## src/rtl/tlc_pkg.sv

```systemverilog
// Shared phase encodings and width helper for the intersection sequencer.
package tlc_pkg;

  typedef enum logic [1:0] {
    PH_ALL_RED = 2'd0,
    PH_GREEN   = 2'd1,
    PH_YELLOW  = 2'd2,
    PH_FLASH   = 2'd3
  } phase_e;

  // Bits needed to hold the range 0..max_val (never less than 1).
  function automatic int unsigned cnt_width(input int unsigned max_val);
    return (max_val < 1) ? 1 : $clog2(max_val + 1);
  endfunction

endpackage

```

## src/rtl/tlc_phase_timer.sv

```systemverilog
// Loadable tick counter with synchronous clear and terminal-count compare.
// Shared by every phase and by the flash blink.
module tlc_phase_timer #(
  parameter int unsigned W = 4
) (
  input  logic         clk,
  input  logic         reset_n,
  input  logic         i_clear,
  input  logic         i_load,
  input  logic [W-1:0] i_load_val,
  input  logic         i_tick,
  input  logic [W-1:0] i_term,
  output logic [W-1:0] o_count,
  output logic         o_at_term
);

  logic [W-1:0] r_count;

  // Clear has priority over load, load over counting.
  always_ff @(posedge clk or negedge reset_n) begin
    if (!reset_n) begin
      r_count <= '0;
    end else if (i_clear) begin
      r_count <= '0;
    end else if (i_load) begin
      r_count <= i_load_val;
    end else if (i_tick) begin
      r_count <= r_count + 1'b1;
    end
  end

  assign o_count   = r_count;
  assign o_at_term = (r_count == i_term);

endmodule

```

## src/rtl/traffic_intersection_controller.sv

```systemverilog
// Round-robin multi-approach traffic light sequencer with latched requests
// that shorten green after a minimum time, and a blinking-yellow flash mode.
module traffic_intersection_controller
  import tlc_pkg::*;
#(
  parameter int unsigned N_DIR           = 2,
  parameter int unsigned GREEN_TICKS     = 8,
  parameter int unsigned MIN_GREEN_TICKS = 4,
  parameter int unsigned YELLOW_TICKS    = 3,
  parameter int unsigned ALL_RED_TICKS   = 2,
  parameter int unsigned FLASH_TICKS     = 4
) (
  input  logic                     clk,
  input  logic                     reset_n,
  input  logic                     tick_en,
  input  logic [N_DIR-1:0]         req,
  input  logic                     flash_mode,
  output logic [N_DIR-1:0]         red,
  output logic [N_DIR-1:0]         yellow,
  output logic [N_DIR-1:0]         green,
  output logic [$clog2(N_DIR)-1:0] active_dir,
  output logic [1:0]               phase
);

  localparam int unsigned DW    = $clog2(N_DIR);
  localparam int unsigned MAX_A = (GREEN_TICKS > YELLOW_TICKS) ? GREEN_TICKS : YELLOW_TICKS;
  localparam int unsigned MAX_B = (ALL_RED_TICKS > FLASH_TICKS) ? ALL_RED_TICKS : FLASH_TICKS;
  localparam int unsigned MAX_T = (MAX_A > MAX_B) ? MAX_A : MAX_B;
  localparam int unsigned TW    = cnt_width(MAX_T);

  phase_e           r_phase, w_phase_nxt;
  logic [DW-1:0]    r_dir, w_dir_nxt, w_dir_inc;
  logic [N_DIR-1:0] r_pending, w_pending_nxt;
  logic [N_DIR-1:0] w_dir_oh, w_req_acc;
  logic             r_blink, w_blink_nxt;
  logic             w_timer_clr, w_at_term, w_tick_term, w_others_pending;
  logic [TW-1:0]    w_term, w_count;

  tlc_phase_timer #(.W(TW)) u_timer (
    .clk       (clk),
    .reset_n   (reset_n),
    .i_clear   (w_timer_clr),
    .i_load    (1'b0),
    .i_load_val('0),
    .i_tick    (tick_en),
    .i_term    (w_term),
    .o_count   (w_count),
    .o_at_term (w_at_term)
  );

  assign w_dir_oh         = N_DIR'(1) << r_dir;
  assign w_dir_inc        = (r_dir == DW'(N_DIR - 1)) ? '0 : r_dir + 1'b1;
  assign w_tick_term      = tick_en & w_at_term;
  assign w_others_pending = |(r_pending & ~w_dir_oh);
  // Requests for the approach currently showing green/yellow are dropped.
  assign w_req_acc        = ((r_phase == PH_GREEN) || (r_phase == PH_YELLOW)) ?
                            (req & ~w_dir_oh) : req;

  // State register: phase, served approach, latched requests, blink.
  always_ff @(posedge clk or negedge reset_n) begin
    if (!reset_n) begin
      r_phase   <= PH_ALL_RED;
      r_dir     <= DW'(N_DIR - 1);
      r_pending <= '0;
      r_blink   <= 1'b0;
    end else begin
      r_phase   <= w_phase_nxt;
      r_dir     <= w_dir_nxt;
      r_pending <= w_pending_nxt;
      r_blink   <= w_blink_nxt;
    end
  end

  // Next-state logic; flash entry overrides every timed transition.
  always_comb begin
    w_phase_nxt   = r_phase;
    w_dir_nxt     = r_dir;
    w_blink_nxt   = r_blink;
    w_pending_nxt = r_pending | w_req_acc;
    w_timer_clr   = 1'b0;
    w_term        = '0;
    unique case (r_phase)
      PH_ALL_RED: begin
        w_term = TW'(ALL_RED_TICKS - 1);
        if (w_tick_term) begin
          w_phase_nxt   = PH_GREEN;
          w_dir_nxt     = w_dir_inc;
          // The clear of the newly served bit beats a same-cycle set.
          w_pending_nxt = w_pending_nxt & ~(N_DIR'(1) << w_dir_inc);
        end
      end
      PH_GREEN: begin
        w_term = TW'(GREEN_TICKS - 1);
        if (tick_en && (w_at_term ||
            ((w_count >= TW'(MIN_GREEN_TICKS - 1)) && w_others_pending))) begin
          w_phase_nxt = PH_YELLOW;
        end
      end
      PH_YELLOW: begin
        w_term = TW'(YELLOW_TICKS - 1);
        if (w_tick_term) w_phase_nxt = PH_ALL_RED;
      end
      PH_FLASH: begin
        w_term = TW'(FLASH_TICKS - 1);
        if (w_tick_term) begin
          w_blink_nxt = ~r_blink;
          w_timer_clr = 1'b1;
        end
        if (!flash_mode) w_phase_nxt = PH_ALL_RED;
      end
    endcase
    if (flash_mode && (r_phase != PH_FLASH)) begin
      w_phase_nxt = PH_FLASH;
      w_blink_nxt = 1'b1;
    end
    if (w_phase_nxt != r_phase) w_timer_clr = 1'b1;
  end

  // Lamp decode from registered state only.
  always_comb begin
    red    = '0;
    yellow = '0;
    green  = '0;
    unique case (r_phase)
      PH_ALL_RED: red = '1;
      PH_GREEN: begin
        green = w_dir_oh;
        red   = ~w_dir_oh;
      end
      PH_YELLOW: begin
        yellow = w_dir_oh;
        red    = ~w_dir_oh;
      end
      PH_FLASH: yellow = {N_DIR{r_blink}};
    endcase
  end

  assign active_dir = r_dir;
  assign phase      = r_phase;

endmodule

```

## config.mk

```make
export PLATFORM = sky130hd
export DESIGN_NAME = traffic_intersection_controller
export DESIGN_NICKNAME = d
export VERILOG_FILES = /design/src/rtl/tlc_pkg.sv /design/src/rtl/tlc_phase_timer.sv /design/src/rtl/traffic_intersection_controller.sv
export SDC_FILE = /design/constraint.sdc
export NUM_CORES = 1
export LEC_CHECK = 0
export CAP_MARGIN = 20
export CORE_UTILIZATION = 44
export CTS_BUF_LIST = sky130_fd_sc_hd__clkbuf_4 sky130_fd_sc_hd__clkbuf_8
export DETAILED_ROUTE_END_ITERATION = 7
export PLACE_DENSITY = 0.7
export SYNTH_ARGS = -nofsm -noshare
export SYNTH_HDL_FRONTEND = slang
export SYNTH_HIERARCHICAL = 1
export SYNTH_SLANG_ARGS = --single-unit
```

## constraint.sdc

```tcl
create_clock -name clk -period 2.8 [get_ports clk]
set_clock_uncertainty 0.15 [all_clocks]
set_input_delay 0.56 -clock clk [delete_from_list [all_inputs] [get_ports clk]]
set_output_delay 0.56 -clock clk [all_outputs]
set_load 0.03 [all_outputs]
```

==> results.toml <==
[detailed_routing]
drt_iter0_drc = 22
avgViaCountPerCell = 5.23
wl_met3_um = 66
wl_um = 1930
post_drt_wl_per_cell_um = 13.2
wl_met1_um = 897
routed.top_layer = "met4"
drc = 0
wl_met2_um = 928
via_count = 763
first_pass_iters = 4
ant_nets = 0

[die]
rows = 15
design.core.area_um2 = 1730
io-pin-count = 15
die_y_um = 45.1
dieArea_um2 = 2030
die_w_um = 45.1
initial_core_util_pct = 47.2

[flow_run]
drv_cap = 0

[synth]
synth_edf_count = 0
synth_cell_types = 35
synthCells = 97
ys.flop_type = "dfrtp_1"
yosys_warnings = 6
async_flop_share_pct = 100
ys_seq_area_share_pct = 30.8
synthTopCellsByArea = "dfrtp_1 28%, ha_1 9.2%, xor2_1 6.4%"
syn_avg_cell_area_um2 = 8.41
yosysTopAreaCell = "dfrtp_1"
ys_ff_latch = 10
synth_top_area_share_pct = 27.6
syn_area_um2 = 816

[placement]
port_buffers = 14
dp_hpwl_um = 1400
gp_congestion = 0.795
dp_slack_ns = 0.181

[critical_path]
rrSetupSlack_ns = 0.16
critical_path_arrival_ns = 1.99
endpoint_kind = "output port"
startpoint_type = "flop"
crit_required_ns = 2.09
slowest_stage = "clkdlybuf4s50_1"
critPathKind = "reg -> out"
crit_chain = "inv_1 -> ha_1 -> and2_1 -> clkdlybuf4s50_1"
cpPeakStageDelay_ns = 0.66
critPathMaxFanout = 7

[global_routing]
antenna_found_initial = 0
grt_pass1_vias = 717
grt_max_degree = 11
grt_use_total_pct = 20.8
grt_overflow = 0
grt_pass1_wl_um = 2990

[sta]
rsz0062_at_grt = "false"
max_freq_mhz = 370
setup_tns_ns = 0
finalMaxSlewViolations = 0
finalHoldViolCount = 0
finalWorstPathRequiredPeriod_ns = 2.70
finalCritPeriodShare_pct = 96.5
finalSetupViolations = 0
worst_slack_ns = 0.0990

[power_and_ir_drop]
p_leak_nw = 0.513
ir_drop_uv = 768
p_per_area_nw_per_um2 = 1200

[clock_network]
clk_latency_ns = 0.28
clock_path_buffers = 2
root_buffer = "clkbuf_4"
cts_tree = "built"
numCtsBuffers = 3
clock_sinks = 10
htree_levels = 1
clk_pin_slew_ns = 0.08

[finish]
synthToLayoutAreaGrowth_pct = 32.1
drive_above_1_share_pct = 13.2
n_fill_cell = 147
finalNetCount = 134
n_antenna_cell = 0

[run_status]
status = "finished, final reports clean"

[hold_path]
min_path_type = "reg -> reg"
## cell type report
type	instances	area, um^2	share of cell area, %
multi-input combinational	79	533	49.5
sequential	10	253	23.5
timing repair buffer	19	190	17.7
clock buffer	4	36.3	3.37
inverter	9	33.8	3.14
tap	25	31.3	2.90
## cell usage in the layout (no fill, tap or decap), types with 2 or more instances in the layout
cell type	instances
ha_1	6
a21oi_1	9
dlymetal6s2s_1	5
xor2_1	6
buf_4	5
o21a_1	2
nand2_1	7
mux2i_1	3
inv_1	8
nor4_2	2
clkdlybuf4s50_1	9
xnor2_1	3
clkbuf_4	3
nand3_1	3
o21ai_0	7
nor2_1	8
dfrtp_1	8
nand2b_1	2
conb_1	6
## Yosys cell counts, types with 2 or more instances
cell type / instances
a21oi_1: 9
dfrtp_1: 9
inv_1: 8
nor2_1: 8
nand2_1: 7
o21ai_0: 7
ha_1: 6
xor2_1: 6
mux2i_1: 3
nand3_1: 3
xnor2_1: 3
buf_2: 2
nand2b_1: 2
nor4_1: 2
o21a_1: 2
## metal layers
metal / vias up / track usage, %
li1: 377 / -
met1: 359 / 26.2
met2: 22 / 33.9
met3: 5 / 3.60
met4: 0 / 10.3
met5: - / 0
## through the flow
stage                     util, %  total power, mW  hold slack (ns)  std cells  cell area (um^2)
final                        62.4             1.29            0.356        146              1080
after global routing         62.4             1.38            0.383        146              1080
after CTS                    60.9             1.28            0.365        145              1050
after detailed placement     58.8             1.13            0.345        141              1010
after global placement       58.8             1.13            0.337        141              1010
after floorplan                 -            0.875            0.114        102               842
## sequential cells by signal, summed over array words and instances (netlist names)
name and cells:
u_timer/o_count 4, phase 2, r_pending 2, active_dir 1, r_blink 1
## report_power, final
group,internal [mW],switching (mW)
clock network,0.0793,0.0619
logic,0.368,0.497
registers,0.200,0.0829
total,0.647,0.641
## cells by family after synthesis
| kind of cell | after synthesis | share of synthesized area, % |
|---|---|---|
| compound gates | 27 | 21.2 |
| buf+inv | 13 | 7.67 |
| other cells | 1 | 0.460 |
| xor+xnor | 9 | 9.66 |
| fa+ha+maj | 6 | 9.20 |
| simple gates | 27 | 16.0 |
| flops | 10 | 30.8 |
| mux | 4 | 5.06 |
## critical path: cells and delay by family, from the launching register on
family	cells	cell delay, ns
adders and majority gates	1	0.31
and+or+nand+nor	1	0.17
buffers and inverters	2	0.77
DFF	1	0.45
## repair_timing
item / CTS / global route
endpoints found under the hold margin: 0 / 0
setup buffers: 0 / 1
hold buffers: 0 / 0
gates resized for setup: 0 / 6
endpoints found under the setup margin: 0 / 9
## final timing paths
| path | start | to | depth (start not counted) |
|---|---|---|---|
| max reg2reg | phase[1]$_DFF_PN0_ | u_timer/o_count[3]$_DFFE_PN0P_ | 12 |
| min reg2reg | r_pending[1]$_DFF_PN0_ | r_pending[1]$_DFF_PN0_ | 2 |
| max in group asynchronous | reset_n | active_dir$_DFFE_PN1P_ | 1 |
| min | r_pending[1]$_DFF_PN0_ | r_pending[1]$_DFF_PN0_ | 2 |
| max | phase[1]$_DFF_PN0_ | green[1] | 4 |
| min in group asynchronous | reset_n | phase[1]$_DFF_PN0_ | 1 |
No activity file was read; power rests on OpenSTA's default activity.
